## src/rtl/elm_pkg.sv

```systemverilog
// ============================================================================
// Module      : elm_pkg
// Description : Shared types and constants for the ELM inference sequencer.
// Revision    : 1.0 - initial release
// ============================================================================
`default_nettype none

package elm_pkg;

    localparam int DIGIT_W = 10;
    localparam int RADDR_W = 4;

    localparam logic [1:0] STG_NONE = 2'd0;
    localparam logic [1:0] STG_M1   = 2'd1;
    localparam logic [1:0] STG_M2   = 2'd2;
    localparam logic [1:0] STG_M3   = 2'd3;

    typedef enum logic [2:0] {
        ST_IDLE   = 3'd0,
        ST_RUN_M1 = 3'd1,
        ST_RUN_M2 = 3'd2,
        ST_RUN_M3 = 3'd3,
        ST_DONE   = 3'd4
    } state_t;

    // Stage code reported in err_stage for a given sequencer state.
    function automatic logic [1:0] stage_of(input state_t s);
        logic [1:0] stg;
        case (s)
            ST_RUN_M1: stg = STG_M1;
            ST_RUN_M2: stg = STG_M2;
            ST_RUN_M3: stg = STG_M3;
            default:   stg = STG_NONE;
        endcase
        return stg;
    endfunction

endpackage

`default_nettype wire

```

## src/rtl/elm_wd_timer.sv

```systemverilog
// ============================================================================
// Module      : elm_wd_timer
// Description : Per-stage watchdog counter; flags when the count hits TIMEOUT.
// Revision    : 1.0 - initial release
// ============================================================================
`default_nettype none

module elm_wd_timer #(
    parameter int TIMEOUT = 1023,
    parameter int WD_W    = 10
) (
    input  logic clk,
    input  logic rst,
    input  logic i_clear,
    input  logic i_enable,
    output logic o_expired
);

    localparam logic [WD_W-1:0] C_LIMIT = WD_W'(TIMEOUT);

    logic [WD_W-1:0] r_count;

    always_ff @(posedge clk or negedge rst) begin
        if (!rst) begin
            r_count <= '0;
        end else if (i_clear) begin
            r_count <= '0;
        end else if (i_enable) begin
            r_count <= r_count + 1'b1;
        end
    end

    assign o_expired = (r_count == C_LIMIT);

endmodule

`default_nettype wire

```

## src/rtl/elm_inference_sequencer.sv

```systemverilog
// ============================================================================
// Module      : elm_inference_sequencer
// Description : Runs M1 -> M2 -> M3 for one inference with per-stage watchdog,
//               captures the one-hot digit and arbitrates the regfile read port.
// Revision    : 1.0 - initial release
// ============================================================================
`default_nettype none

module elm_inference_sequencer
    import elm_pkg::*;
#(
    parameter int TIMEOUT = 1023,
    parameter int WD_W    = 10
) (
    input  logic               clk,
    input  logic               rst,
    input  logic               start,
    input  logic               abort,
    output logic               busy,
    output logic               done,
    output logic [DIGIT_W-1:0] result,
    output logic               result_valid,
    output logic               error,
    output logic [1:0]         err_stage,
    output logic               m1_start,
    output logic               m2_start,
    output logic               m3_start,
    input  logic               m1_done,
    input  logic               m2_done,
    input  logic               m3_done,
    input  logic [DIGIT_W-1:0] m3_digit,
    input  logic [RADDR_W-1:0] m3_raddr,
    input  logic               dbg_req,
    input  logic [RADDR_W-1:0] dbg_raddr,
    output logic               dbg_gnt,
    output logic [RADDR_W-1:0] regf_raddr
);

    state_t             r_state;
    logic               r_busy;
    logic               r_done;
    logic [DIGIT_W-1:0] r_result;
    logic               r_result_valid;
    logic               r_error;
    logic [1:0]         r_err_stage;
    logic               r_m1_start;
    logic               r_m2_start;
    logic               r_m3_start;

    logic w_in_run;
    logic w_first;
    logic w_cur_done;
    logic w_stage_done;
    logic w_wd_expired;
    logic w_timeout;
    logic w_abort;
    logic w_wd_clr;

    assign w_in_run = (r_state == ST_RUN_M1) || (r_state == ST_RUN_M2) ||
                      (r_state == ST_RUN_M3);

    // The launch pulse is high exactly in the first cycle of a RUN state.
    assign w_first = r_m1_start | r_m2_start | r_m3_start;

    always_comb begin
        w_cur_done = 1'b0;
        case (r_state)
            ST_RUN_M1: w_cur_done = m1_done;
            ST_RUN_M2: w_cur_done = m2_done;
            ST_RUN_M3: w_cur_done = m3_done;
            default:   w_cur_done = 1'b0;
        endcase
    end

    assign w_stage_done = w_in_run & ~w_first & w_cur_done;
    assign w_abort      = w_in_run & abort;
    assign w_timeout    = w_in_run & w_wd_expired & ~w_stage_done;

    // Hold the counter at zero outside RUN and on every state exit so each
    // stage starts counting from zero in its launch cycle.
    assign w_wd_clr = ~w_in_run | w_stage_done | w_timeout | w_abort;

    elm_wd_timer #(
        .TIMEOUT (TIMEOUT),
        .WD_W    (WD_W)
    ) u_wd_timer (
        .clk       (clk),
        .rst       (rst),
        .i_clear   (w_wd_clr),
        .i_enable  (w_in_run),
        .o_expired (w_wd_expired)
    );

    always_ff @(posedge clk or negedge rst) begin
        if (!rst) begin
            r_state        <= ST_IDLE;
            r_busy         <= 1'b0;
            r_done         <= 1'b0;
            r_result       <= '0;
            r_result_valid <= 1'b0;
            r_error        <= 1'b0;
            r_err_stage    <= STG_NONE;
            r_m1_start     <= 1'b0;
            r_m2_start     <= 1'b0;
            r_m3_start     <= 1'b0;
        end else begin
            r_done     <= 1'b0;
            r_m1_start <= 1'b0;
            r_m2_start <= 1'b0;
            r_m3_start <= 1'b0;
            case (r_state)
                ST_IDLE: begin
                    if (start) begin
                        r_state        <= ST_RUN_M1;
                        r_busy         <= 1'b1;
                        r_m1_start     <= 1'b1;
                        r_error        <= 1'b0;
                        r_err_stage    <= STG_NONE;
                        r_result_valid <= 1'b0;
                        r_result       <= '0;
                    end
                end
                ST_RUN_M1, ST_RUN_M2, ST_RUN_M3: begin
                    // Priority: abort, then stage done, then watchdog.
                    if (w_abort) begin
                        r_state        <= ST_IDLE;
                        r_busy         <= 1'b0;
                        r_result_valid <= 1'b0;
                    end else if (w_stage_done) begin
                        case (r_state)
                            ST_RUN_M1: begin
                                r_state    <= ST_RUN_M2;
                                r_m2_start <= 1'b1;
                            end
                            ST_RUN_M2: begin
                                r_state    <= ST_RUN_M3;
                                r_m3_start <= 1'b1;
                            end
                            default: begin
                                r_state        <= ST_DONE;
                                r_busy         <= 1'b0;
                                r_done         <= 1'b1;
                                r_result       <= m3_digit;
                                r_result_valid <= 1'b1;
                            end
                        endcase
                    end else if (w_timeout) begin
                        r_state        <= ST_IDLE;
                        r_busy         <= 1'b0;
                        r_error        <= 1'b1;
                        r_err_stage    <= stage_of(r_state);
                        r_result_valid <= 1'b0;
                    end
                end
                ST_DONE: begin
                    r_state <= ST_IDLE;
                end
                default: begin
                    r_state <= ST_IDLE;
                    r_busy  <= 1'b0;
                end
            endcase
        end
    end

    assign busy         = r_busy;
    assign done         = r_done;
    assign result       = r_result;
    assign result_valid = r_result_valid;
    assign error        = r_error;
    assign err_stage    = r_err_stage;
    assign m1_start     = r_m1_start;
    assign m2_start     = r_m2_start;
    assign m3_start     = r_m3_start;

    // Grant is forced low while reset is asserted so the port follows M3.
    assign dbg_gnt    = rst & dbg_req & (r_state != ST_RUN_M3);
    assign regf_raddr = dbg_gnt ? dbg_raddr : m3_raddr;

endmodule

`default_nettype wire

```

## config.mk

```make
export PLATFORM = sky130hd
export DESIGN_NAME = elm_inference_sequencer
export DESIGN_NICKNAME = d
export VERILOG_FILES = /design/src/rtl/elm_pkg.sv /design/src/rtl/elm_wd_timer.sv /design/src/rtl/elm_inference_sequencer.sv
export SDC_FILE = /design/constraint.sdc
export NUM_CORES = 1
export LEC_CHECK = 0
export BUFFER_PORTS_ARGS = -buffer_cell sky130_fd_sc_hd__buf_2
export CORE_UTILIZATION = 45
export DETAILED_ROUTE_END_ITERATION = 16
export GPL_TIMING_DRIVEN = 1
export PLACE_DENSITY = 0.73
export SLEW_MARGIN = 5
export SYNTH_ARGS = -nofsm -noshare
export SYNTH_HDL_FRONTEND = slang
export SYNTH_SLANG_ARGS = --single-unit
```

## constraint.sdc

```tcl
create_clock -name clk -period 2.3 [get_ports clk]
set_input_delay 0.46 -clock clk [delete_from_list [all_inputs] [get_ports clk]]
set_output_delay 0.46 -clock clk [all_outputs]
set_load 0.02 [all_outputs]
```

Word-level counts from Yosys, hierarchy flattened --
Cells that the tools add are included.
Word-level totals: bits in registers 32, word-level logic and storage cells 104
Operators by class: add/sub/neg operators 1, eq/ne operators 14, muxes and demuxes 50, bitwise logic cells 16, reductions and logical operators 12
Operators with widths (number):
- 10-bit 2-to-1 mux | 6
- 1-bit 2-to-1 mux | 26
- 10-bit case mux with 2 select lines | 1
- 3-bit 2-to-1 mux | 4
- 2-bit != test, second input constant | 6
- 3-bit case mux with 2 select lines | 2
- 10-bit by 1-bit adder with 10-bit output, second input constant | 1
- 10-bit == test, second input constant | 1
- 5-bit AND reduction | 2
- 2-bit 2-to-1 mux | 4
- 4-bit != test, second input constant | 2
- 4-bit AND reduction | 2
- 1-bit bitwise AND | 7
- 3-bit by 2-bit == test with 1-bit output, second input constant | 2
- 1-bit case mux with 3 select lines | 2
- 2-bit case mux with 3 select lines | 1
- 1-bit bitwise OR | 5
- 4-bit 2-to-1 mux | 1
- 1-bit NOT | 4
- 1-bit case mux with 2 select lines | 2
- 2-bit case mux with 2 select lines | 1
- 2-bit nonzero test | 2
- 3-bit by 1-bit == test with 1-bit output, second input constant | 1
- 3-bit == test, second input constant | 1
- 6 further kinds | 7

Logic depth before layout (Yosys ltp) --
Gate-level depths: netlist of the first run.
depth after elaboration 11, gate-level depth with buffers 7

By module --
Synthesis of the first run repeated with hierarchy kept, for this count alone.
Second synthesis, totals: cells, all modules 160, area, all modules 1655.3 um2
Modules (own cells, without submodules):
- elm_inference_sequencer | times used 1, cells each 111, area an instance 1151.1 um2
- elm_wd_timer | times used 1, cells each 49, area an instance 504.2 um2

Worst setup path before layout of the first run --
No wires, ideal clock.
kind reg-to-output, start point reg r_state[0], end point out regf_raddr[0], data arrival time 1476 ps, data required time 1840 ps, setup slack 364 ps, stages on the path, launching flop included 7, cells stage by stage dfrtp_1 -> inv_1 -> nor2_1 -> nand2_1 -> and3_1 -> clkbuf_1 -> mux2_2
Between the ends: cells in the longest elaborated chain, start to end 3
Ends and longest elaborated chain:
- from (decl) | RTL line elm_inference_sequencer.sv:39 | state_t r_state;
- from (signal assigned) | RTL line elm_inference_sequencer.sv:96 | r_state <= ST_IDLE;
- from (signal assigned) | RTL line elm_inference_sequencer.sv:114 | r_state <= ST_RUN_M1;
- from (signal assigned) | RTL line elm_inference_sequencer.sv:126 | r_state <= ST_IDLE;
- 3-bit by 2-bit != test with 1-bit output | RTL line elm_inference_sequencer.sv:177 | assign dbg_gnt = rst & dbg_req & (r_state != ST_RUN_M3);
- 1-bit bitwise AND | RTL line elm_inference_sequencer.sv:177
- via dbg_gnt | RTL line elm_inference_sequencer.sv:35 | output logic dbg_gnt,
- 4-bit 2-to-1 mux | RTL line elm_inference_sequencer.sv:178 | assign regf_raddr = dbg_gnt ? dbg_raddr : m3_raddr;
- to (decl) | RTL line elm_inference_sequencer.sv:36 | output logic [RADDR_W-1:0] regf_raddr
The timed path passes the listed nets, and every way through them passes these cells.

Final worst setup path of the first run --
start point reg r_state[0], end point out regf_raddr[2]
Between the ends: cells in the longest elaborated chain, start to end 3
Ends and longest elaborated chain (RTL line):
- 3-bit by 2-bit != test with 1-bit output | elm_inference_sequencer.sv:177
- 1-bit bitwise AND | elm_inference_sequencer.sv:177
- 4-bit 2-to-1 mux | elm_inference_sequencer.sv:178
No other way between the ends.

==> results of run 1 <==
[per-stage QoR]
| step | instances | setup slack [ns] |
|---|---|---|
| 6_report | 229 | 0.100 |
| 5_1_grt | 229 | 0.0133 |
| 4_1_cts | 229 | 0.0315 |
| 3_5_place_dp | 221 | 0.301 |
| 3_3_place_gp | 221 | 0.312 |
| 2_1_floorplan | 129 | 0.364 |
[state kept, by name (all words and copies together), names as in the netlist]
signal and cells:
m1_start 1, busy 1, err_stage 2, u_wd_timer.r_count 10, result 10, done 1, result_valid 1, m2_start 1
m3_start 1, error 1, r_state 3
[cells by family after synthesis]
| logic type | Yosys count | synth area share |
|---|---|---|
| AND/OR/NAND/NOR | 45 | 0.165 |
| flip-flops | 32 | 0.537 |
| AO/OA/AOI/OAI | 24 | 0.134 |
| buffers and inverters | 10 | 0.0428 |
| XOR/XNOR | 9 | 0.0529 |
| multiplexers | 7 | 0.0521 |
| adder cells (fa/ha/maj) | 2 | 0.0160 |
[how the worst max path moves through the flow]
stage                        endpoint              startpoint  slack, ns
6_report                regf_raddr[2]  r_state[0]$_DFFE_PN0P_       0.10
5_1_grt                 regf_raddr[1]  r_state[0]$_DFFE_PN0P_       0.01
4_1_cts                 regf_raddr[2]  r_state[0]$_DFFE_PN0P_       0.03
3_5_place_dp   r_state[0]$_DFFE_PN0P_  r_state[1]$_DFFE_PN0P_       0.30
3_3_place_gp   r_state[0]$_DFFE_PN0P_  r_state[1]$_DFFE_PN0P_       0.31
2_1_floorplan           regf_raddr[0]  r_state[0]$_DFFE_PN0P_       0.36
[power breakdown]
group / total, µW / switching (µW) / internal, µW
Combinational: 415 / 249 / 167
Clock: 415 / 187 / 228
Sequential: 660 / 41.9 / 618
Total: 1490 / 478 / 1010
[final cells by class]
| class | instances | area (µm²) | area share |
|---|---|---|---|
| inverter | 4 | 15.0 | 0.00807 |
| clock inverter | 2 | 35.0 | 0.0188 |
| clock buffer | 6 | 41.3 | 0.0222 |
| multi-input combinational | 87 | 629 | 0.338 |
| sequential | 32 | 802 | 0.431 |
| tap | 44 | 55.1 | 0.0296 |
| timing repair buffer | 54 | 283 | 0.152 |
[layer usage]
| layer | up-vias | track usage | share of wire |
|---|---|---|---|
| met4 | 0 | 0.0698 | 0.0079 |
| met5 | - | 0 | 0 |
| met2 | 44 | 0.355 | 0.50 |
| met1 | 613 | 0.212 | 0.43 |
| li1 | 565 | - | - |
| met3 | 2 | 0.0590 | 0.065 |
[cell usage in the layout (no fill, tap or decap), types with 2 or more instances in the layout]
cell      Yosys  final
nor2_1       16     15
buf_2         0     49
inv_1         4      3
nand2_1       5      5
nor2_2        1      2
nand3_1       4      4
a31oi_1       2      2
nor3_2        2      2
a21oi_1       3      3
xnor2_1       2      2
buf_4         1      5
clkbuf_4      0      5
xor2_1        7      7
a22o_2        3      3
a22o_1        7      7
nor3_1        4      4
and4_1        2      2
dfrtp_1      32     31
mux2_2        6      6
o21ai_0       2      2
[repair_timing]
action	4_1_cts	5_1_grt
endpoints found under the setup margin	4	4
pin swaps	0	0
cloned	0	0
gates resized for setup	2	2
==> report_table.html, run 1 <==
<table>
<tr><th>Metric</th><th>Value</th></tr>
<tr><th colspan="2">Setup path</th></tr>
<tr><td>Worst Setup Path Type</td><td>flip-flop to output port</td></tr>
<tr><td>Critical-path maximum fanout</td><td>5</td></tr>
<tr><td>Sum of buffers and inverters on the critical path</td><td>2</td></tr>
<tr><td>Type of element capturing the critical path</td><td>output port</td></tr>
<tr><td>Cells traversed along the worst timing path</td><td>inv_2 -&gt; nor2_2 -&gt; nand2_1 -&gt; and3_2 -&gt; mux2_2 -&gt; buf_2</td></tr>
<tr><td>Cells on worst reg2reg path</td><td>6</td></tr>
<tr><td>Arrival time of the worst setup path</td><td>1.74 ns</td></tr>
<tr><td>Cell at the slowest stage of the critical path</td><td>dfrtp_1</td></tr>
<tr><td>Critical Path Stages</td><td>6</td></tr>
<tr><td>Launching element type of the critical path</td><td>flip-flop</td></tr>
<tr><td>Worst reg2reg path endpoint</td><td>r_state[0]$_DFFE_PN0P_</td></tr>
<tr><td>Largest delay share family, worst path</td><td>flip-flops</td></tr>
<tr><td>Reg-to-reg slack, setup</td><td>0.34 ns</td></tr>
<tr><td>Max incr delay on CP</td><td>0.44 ns</td></tr>
<tr><td>Reg-to-reg critical path startpoint</td><td>u_wd_timer.r_count[0]$_DFFE_PN0P_</td></tr>
<tr><td>Critical Path RT</td><td>1.84 ns</td></tr>
<tr><th colspan="2">Timing</th></tr>
<tr><td>Tmin final</td><td>2.20 ns</td></tr>
<tr><td>Total Negative Setup Slacks</td><td>0 ns</td></tr>
<tr><td>Final hold slack</td><td>0.151 ns</td></tr>
<tr><td>Maximum operating frequency</td><td>455 MHz</td></tr>
<tr><td>Setup violations, final</td><td>0</td></tr>
<tr><td>Final hold violations</td><td>0</td></tr>
<tr><td>Max-Slew Margin vs Limit</td><td>0.702</td></tr>
<tr><td>Final Cycle Share</td><td>0.956</td></tr>
<tr><td>Unrepaired setup endpoints after global routing</td><td>no</td></tr>
<tr><td>Worst-margin pin slew</td><td>0.448 ns</td></tr>
<tr><td>Final-report max-slew violation count</td><td>0</td></tr>
<tr><td>Fin Clk Skew</td><td>0.0130 ns</td></tr>
<tr><th colspan="2">Global route</th></tr>
<tr><td>Vias in the first global route</td><td>1202</td></tr>
<tr><td>Gr ovfl total</td><td>0</td></tr>
<tr><td>Antenna violations before repair</td><td>0</td></tr>
<tr><td>Total routing resource utilization after global routing</td><td>0.195</td></tr>
<tr><td>Largest net degree at the start of global routing</td><td>33</td></tr>
<tr><td>Wire length of the first global-routing pass</td><td>5090 µm</td></tr>
<tr><th colspan="2">Clocking</th></tr>
<tr><td>Clock sinks</td><td>32</td></tr>
<tr><td>Maximum buffer depth of the clock tree</td><td>2</td></tr>
<tr><td>Cell at the root of the clock tree</td><td>clkbuf_4</td></tr>
<tr><td>Number of buffers created by CTS</td><td>5</td></tr>
<tr><td>Register clock-pin slew on the reported worst setup and hold paths</td><td>0.11 ns</td></tr>
<tr><td>Skew-Pair Late Insertion Delay</td><td>0.32 ns</td></tr>
<tr><td>Buffer count from post-CTS setup fixing</td><td>0</td></tr>
<tr><td>Htree depth</td><td>2</td></tr>
<tr><td>CTS tree</td><td>yes</td></tr>
<tr><td># hold bufs at CTS</td><td>0</td></tr>
<tr><th colspan="2">Finish</th></tr>
<tr><td>Number of nets in the layout</td><td>211</td></tr>
<tr><td>Final instance area</td><td>0.00186 mm²</td></tr>
<tr><td>Core Util, Final</td><td>0.600</td></tr>
<tr><td>Fraction of final layout cells with drive strength greater than 1</td><td>0.459</td></tr>
<tr><td>FILL cells</td><td>269</td></tr>
<tr><td>Layout overhead on the synthesized area</td><td>24.9%</td></tr>
<tr><td>Antenna Diode Count</td><td>0</td></tr>
<tr><th colspan="2">Pwr</th></tr>
<tr><td>Worst IR Drop VDD</td><td>0.389 mV</td></tr>
<tr><td>Cell area power density</td><td>801 mW/mm²</td></tr>
<tr><td>Power, Total</td><td>1490 µW</td></tr>
<tr><td>Leakage power</td><td>0.000952 µW</td></tr>
<tr><th colspan="2">Status</th></tr>
<tr><td>Status</td><td>finished clean</td></tr>
<tr><th colspan="2">Floorplanning</th></tr>
<tr><td>Site Rows</td><td>20</td></tr>
<tr><td>Initial Util</td><td>0.480</td></tr>
<tr><td>Number of top-level pins</td><td>50</td></tr>
<tr><td>Placeable core area</td><td>0.00310 mm²</td></tr>
<tr><td>Chip Width</td><td>59.5 µm</td></tr>
<tr><td>Die height</td><td>59.5 µm</td></tr>
<tr><td>Die area</td><td>0.00355 mm²</td></tr>
<tr><th colspan="2">Synth</th></tr>
<tr><td>Top cells by count, synth</td><td>dfrtp_1, nor2_1, a22o_1, xor2_1, mux2_2</td></tr>
<tr><td>Most area-hungry cell type in the Yosys netlist</td><td>dfrtp_1</td></tr>
<tr><td>Number of warning messages in the yosys log</td><td>0</td></tr>
<tr><td>Syn Inst Count</td><td>129</td></tr>
<tr><td>FF+latch count, synth</td><td>32</td></tr>
<tr><td>Number of nets in the synthesized netlist</td><td>156</td></tr>
<tr><td>Leading cell type by number of instances after synthesis</td><td>dfrtp_1</td></tr>
<tr><td>Cell area after synthesis</td><td>0.00149 mm²</td></tr>
<tr><td>Most used flip-flop cell after synthesis</td><td>dfrtp_1</td></tr>
<tr><td>Biggest area contributors in the synthesized netlist</td><td>dfrtp_1, mux2_2, a22o_1</td></tr>
<tr><td>Portion of the post-synthesis area used by sequential elements</td><td>0.537</td></tr>
<tr><td>Yosys top cell area share</td><td>0.537</td></tr>
<tr><td>Synthesized area per cell</td><td>11.6 µm²</td></tr>
<tr><td>Ys async rst share</td><td>1.00</td></tr>
<tr><td>Count of flip-flops with a built-in enable after synthesis</td><td>0</td></tr>
<tr><td>Distinct cell type count of the synthesized netlist</td><td>40</td></tr>
<tr><th colspan="2">Routing</th></tr>
<tr><td>DR iter-0 viols</td><td>35</td></tr>
<tr><td>Final ANT Viol Nets</td><td>0</td></tr>
<tr><td>Final routed wire length divided by cell count</td><td>13.3 µm</td></tr>
<tr><td>Via density per instance</td><td>5.34</td></tr>
<tr><td>Total wire length after detailed routing</td><td>3040 µm</td></tr>
<tr><td>Remaining DRCs</td><td>0</td></tr>
<tr><td>Via total after detailed routing</td><td>1224</td></tr>
<tr><td>First-pass iteration count of the detailed router</td><td>4</td></tr>
<tr><th colspan="2">Placement</th></tr>
<tr><td>Half-perimeter wire length after detailed placement</td><td>2310 µm</td></tr>
<tr><td>Instance area after placement</td><td>0.00178 mm²</td></tr>
<tr><td>Final weighted congestion of routability-driven global placement</td><td>0.777</td></tr>
<tr><td>Port bufs</td><td>49</td></tr>
<tr><th colspan="2">Worst hold path</th></tr>
<tr><td>Hold crit path type</td><td>primary input to asynchronous set/reset pin</td></tr>
<tr><th colspan="2">Run</th></tr>
<tr><td>Max cap viols</td><td>0</td></tr>
</table>
No activity file was read; power rests on OpenSTA's default activity.
==> run 2, diff against run 1 <==
--- a/config.mk
+++ b/config.mk
@@ -6,11 +6,13 @@
 export NUM_CORES = 1
 export LEC_CHECK = 0
 export BUFFER_PORTS_ARGS = -buffer_cell sky130_fd_sc_hd__buf_2
-export CORE_UTILIZATION = 45
+export CORE_MARGIN = 1.5
+export CORE_UTILIZATION = 51
 export DETAILED_ROUTE_END_ITERATION = 16
 export GPL_TIMING_DRIVEN = 1
-export PLACE_DENSITY = 0.73
+export PLACE_DENSITY = 0.79
 export SLEW_MARGIN = 5
 export SYNTH_ARGS = -nofsm -noshare
 export SYNTH_HDL_FRONTEND = slang
+export SYNTH_HIERARCHICAL = 1
 export SYNTH_SLANG_ARGS = --single-unit
==> run 2 against run 1 <==
Maximum frequency fell by 0.98%. Worst hold slack gained 0.038 ns. Non-clock buffer count rose by 2. First-iteration DRC count up 40%. Critical endpoint is now regf_raddr[3]. Via count rose by 17%. Combinational power up 130%. Largest cell class unchanged. Cell area rose by 9.5%. Power increased by 41%. Critical path depth decreased by 1. Die area is 1.4% higher.
==> report_table.html, run 2 <==
<table>
<tr><th>Metric</th><th>Value</th></tr>
<tr><th colspan="2">Finish</th></tr>
<tr><td>Layout overhead on the synthesized area</td><td>23.1%</td></tr>
<tr><td>Most frequent cells in the layout</td><td>buf_2, dfrtp_1, nand2_1</td></tr>
<tr><td>FILL cells</td><td>255</td></tr>
<tr><td>Fraction of final layout cells with drive strength greater than 1</td><td>0.380</td></tr>
<tr><td>Most common library cell in the layout ignoring fill and taps</td><td>buf_2</td></tr>
<tr><td>Number of nets in the layout</td><td>242</td></tr>
<tr><td>Antenna Diode Count</td><td>0</td></tr>
<tr><td>Count of placed standard cells in the final layout, fillers left out</td><td>260</td></tr>
<tr><th colspan="2">Floorplanning</th></tr>
<tr><td>Chip Width</td><td>60.0 µm</td></tr>
<tr><td>Number of top-level pins</td><td>50</td></tr>
<tr><td>Placeable core area</td><td>0.00308 mm²</td></tr>
<tr><td>Die area</td><td>0.00360 mm²</td></tr>
<tr><td>Site Rows</td><td>20</td></tr>
<tr><td>Die height</td><td>60.0 µm</td></tr>
<tr><td>Initial Util</td><td>0.538</td></tr>
<tr><th colspan="2">Setup path</th></tr>
<tr><td>Max incr delay on CP</td><td>0.47 ns</td></tr>
<tr><td>Launching element type of the critical path</td><td>flip-flop</td></tr>
<tr><td>Critical-path maximum fanout</td><td>7</td></tr>
<tr><td>Reg-to-reg slack, setup</td><td>0.09 ns</td></tr>
<tr><td>Reg-to-reg critical path startpoint</td><td>u_wd_timer/r_count[0]$_DFFE_PN0P_</td></tr>
<tr><td>Worst Setup Path Type</td><td>flip-flop to output port</td></tr>
<tr><td>Cells on worst reg2reg path</td><td>8</td></tr>
<tr><td>Cell at the slowest stage of the critical path</td><td>dfrtp_2</td></tr>
<tr><td>Cells traversed along the worst timing path</td><td>buf_4 -&gt; nand2_1 -&gt; o211a_4 -&gt; mux2_2 -&gt; buf_2</td></tr>
<tr><td>Arrival time of the worst setup path</td><td>1.76 ns</td></tr>
<tr><td>Type of element capturing the critical path</td><td>output port</td></tr>
<tr><td>Critical Path RT</td><td>1.84 ns</td></tr>
<tr><td>Worst reg2reg path endpoint</td><td>u_wd_timer/r_count[9]$_DFFE_PN0P_</td></tr>
<tr><th colspan="2">Clocking</th></tr>
<tr><td>Cell at the root of the clock tree</td><td>clkbuf_4</td></tr>
<tr><td>Register clock-pin slew on the reported worst setup and hold paths</td><td>0.10 ns</td></tr>
<tr><td>Number of buffers created by CTS</td><td>5</td></tr>
<tr><td>CTS tree</td><td>yes</td></tr>
<tr><td># hold bufs at CTS</td><td>0</td></tr>
<tr><td>Maximum buffer depth of the clock tree</td><td>2</td></tr>
<tr><td>Clock sinks</td><td>32</td></tr>
<tr><td>Htree depth</td><td>2</td></tr>
<tr><td>Number of gates resized after cts</td><td>1</td></tr>
<tr><td>Skew-Pair Late Insertion Delay</td><td>0.35 ns</td></tr>
<tr><td>Buffer count from post-CTS setup fixing</td><td>0</td></tr>
<tr><th colspan="2">Synth</th></tr>
<tr><td>Leading cell type by number of instances after synthesis</td><td>dfrtp_1</td></tr>
<tr><td>Portion of the post-synthesis area used by sequential elements</td><td>0.484</td></tr>
<tr><td>Distinct cell type count of the synthesized netlist</td><td>45</td></tr>
<tr><td>Synthesized area per cell</td><td>10.3 µm²</td></tr>
<tr><td>Biggest area contributors in the synthesized netlist</td><td>dfrtp_1, mux2i_1, nand2_1</td></tr>
<tr><td>Count of flip-flops with a built-in enable after synthesis</td><td>0</td></tr>
<tr><td>Top cells by count, synth</td><td>dfrtp_1, nand2_1, nor2_1</td></tr>
<tr><td>Ys async rst share</td><td>1.00</td></tr>
<tr><td>Number of warning messages in the yosys log</td><td>6</td></tr>
<tr><td>Most used flip-flop cell after synthesis</td><td>dfrtp_1</td></tr>
<tr><td>Cell area after synthesis</td><td>0.00166 mm²</td></tr>
<tr><td>FF+latch count, synth</td><td>32</td></tr>
<tr><td>Syn Inst Count</td><td>160</td></tr>
<tr><td>Number of nets in the synthesized netlist</td><td>187</td></tr>
<tr><td>Most area-hungry cell type in the Yosys netlist</td><td>dfrtp_1</td></tr>
<tr><td>Yosys top cell area share</td><td>0.484</td></tr>
<tr><th colspan="2">Timing</th></tr>
<tr><td>Maximum operating frequency</td><td>450 MHz</td></tr>
<tr><td>Fin Clk Skew</td><td>0.00652 ns</td></tr>
<tr><td>Setup violations, final</td><td>0</td></tr>
<tr><td>Max-Slew Margin vs Limit</td><td>0.734</td></tr>
<tr><td>Tmin final</td><td>2.22 ns</td></tr>
<tr><td>Final Cycle Share</td><td>0.966</td></tr>
<tr><td>Total Negative Setup Slacks</td><td>0 ns</td></tr>
<tr><td>Final-report max-slew violation count</td><td>0</td></tr>
<tr><td>Worst-margin pin slew</td><td>0.398 ns</td></tr>
<tr><td>Final hold violations</td><td>0</td></tr>
<tr><th colspan="2">Run</th></tr>
<tr><td>Max cap viols</td><td>0</td></tr>
<tr><th colspan="2">Routing</th></tr>
<tr><td>Final ANT Viol Nets</td><td>0</td></tr>
<tr><td>Via density per instance</td><td>5.49</td></tr>
<tr><td>DR iter-0 viols</td><td>49</td></tr>
<tr><td>Via total after detailed routing</td><td>1427</td></tr>
<tr><td>Total wire length after detailed routing</td><td>3810 µm</td></tr>
<tr><td>Final routed wire length divided by cell count</td><td>14.7 µm</td></tr>
<tr><td>Remaining DRCs</td><td>0</td></tr>
<tr><td>First-pass iteration count of the detailed router</td><td>6</td></tr>
<tr><th colspan="2">Global route</th></tr>
<tr><td>Vias in the first global route</td><td>1344</td></tr>
<tr><td>Largest net degree at the start of global routing</td><td>33</td></tr>
<tr><td>Gr ovfl total</td><td>0</td></tr>
<tr><td>Total routing resource utilization after global routing</td><td>0.225</td></tr>
<tr><td>Antenna violations before repair</td><td>0</td></tr>
<tr><td>Wire length of the first global-routing pass</td><td>5880 µm</td></tr>
<tr><th colspan="2">Pwr</th></tr>
<tr><td>Worst IR Drop VDD</td><td>0.555 mV</td></tr>
<tr><td>Switching power</td><td>871 µW</td></tr>
<tr><td>Clock power frac</td><td>0.162</td></tr>
<tr><td>Part of the power in registers</td><td>0.381</td></tr>
<tr><td>Leakage power</td><td>0.00103 µW</td></tr>
<tr><td>Internal power</td><td>1230 µW</td></tr>
<tr><td>Share of total power consumed by net switching</td><td>0.415</td></tr>
<tr><td>Cell area power density</td><td>1030 mW/mm²</td></tr>
<tr><td>Share of total power in combinational logic</td><td>0.457</td></tr>
<tr><th colspan="2">Placement</th></tr>
<tr><td>Port bufs</td><td>49</td></tr>
<tr><td>Half-perimeter wire length after detailed placement</td><td>2770 µm</td></tr>
<tr><td>Placed cell count</td><td>252</td></tr>
<tr><td>Final weighted congestion of routability-driven global placement</td><td>0.840</td></tr>
<tr><th colspan="2">Status</th></tr>
<tr><td>Status</td><td>finished clean</td></tr>
<tr><th colspan="2">Worst hold path</th></tr>
<tr><td>Hold crit path type</td><td>primary input to asynchronous set/reset pin</td></tr>
</table>
[run 2: cell count changes after synthesis, sizes merged, moves of 3 or more]
cell and delta:
nand2 +12, a22o -9, mux2i +10, xor2 -3
inv +9, a21oi +5, or4 +3, o31ai +3
nor2 -3
[run 2: worst max-delay path by stage]
stage / from / end / slack [ns]
floorplan: u_wd_timer/r_count[0]$_DFFE_PN0P_ / u_wd_timer/r_count[9]$_DFFE_PN0P_ / 0.24
global placement: u_wd_timer/r_count[0]$_DFFE_PN0P_ / u_wd_timer/r_count[9]$_DFFE_PN0P_ / 0.29
CTS: r_state[0]$_DFFE_PN0P_ / regf_raddr[3] / 0.02
detailed placement: u_wd_timer/r_count[0]$_DFFE_PN0P_ / u_wd_timer/r_count[9]$_DFFE_PN0P_ / 0.16
finish: r_state[0]$_DFFE_PN0P_ / regf_raddr[3] / 0.08
global route: u_wd_timer/r_count[0]$_DFFE_PN0P_ / u_wd_timer/r_count[9]$_DFFE_PN0P_ / -0.02
[run 2: area by class of cell]
| class | count | area [µm²] | share of cell area |
|---|---|---|---|
| Tap cell | 44 | 55.1 | 0.0270 |
| Clock buffer | 8 | 58.8 | 0.0289 |
| Multi-Input combinational cell | 107 | 774 | 0.380 |
| Sequential cell | 32 | 802 | 0.394 |
| Inverter | 13 | 48.8 | 0.0240 |
| Timing Repair Buffer | 56 | 298 | 0.146 |
[run 2: power by group through the flow]
stage | Combinational [µW] | Sequential [µW] | Clock, µW
CTS | 960 | 800 | 348
detailed placement | 956 | 811 | 0
global placement | 918 | 798 | 0
global route | 1050 | 820 | 369
floorplan | 506 | 959 | 0
finish | 960 | 799 | 341
[run 2: cell families after synthesis]
group	synth area share
simple gates	0.176
flops	0.484
fa+ha+maj	0.00756
mux	0.116
buf+inv	0.0559
compound gates	0.134
xor+xnor	0.0265
[run 2: per-stage QoR]
stage	cell area (µm²)	setup WS [ns]	hold WS, ns	utilization	power (µW)
3_5_place_dp	1960	0.156	0.496	0.638	1770
6_report	2040	0.0785	0.190	0.662	2100
5_1_grt	2040	-0.0192	0.212	0.662	2240
4_1_cts	2020	0.0230	0.180	0.658	2110
3_3_place_gp	1960	0.294	0.482	0.638	1720
2_1_floorplan	1660	0.243	0.164	-	1470
[run 2: metal layers]
| layer | global-route usage | vias to the layer above | part of all wire |
|---|---|---|---|
| met5 | 0 | - | 0 |
| met4 | 0.108 | 0 | 0.029 |
| met1 | 0.264 | 657 | 0.41 |
| met2 | 0.360 | 82 | 0.47 |
| li1 | - | 676 | - |
| met3 | 0.0887 | 12 | 0.090 |
[run 2: worst max-delay path, delay by kind of cell (launching register included)]
kind	cells	cell delay (ns)
multiplexers	1	0.33
AND/OR/NAND/NOR	1	0.08
buffers and inverters	2	0.35
AO/OA/AOI/OAI	1	0.19
flip-flops	1	0.47
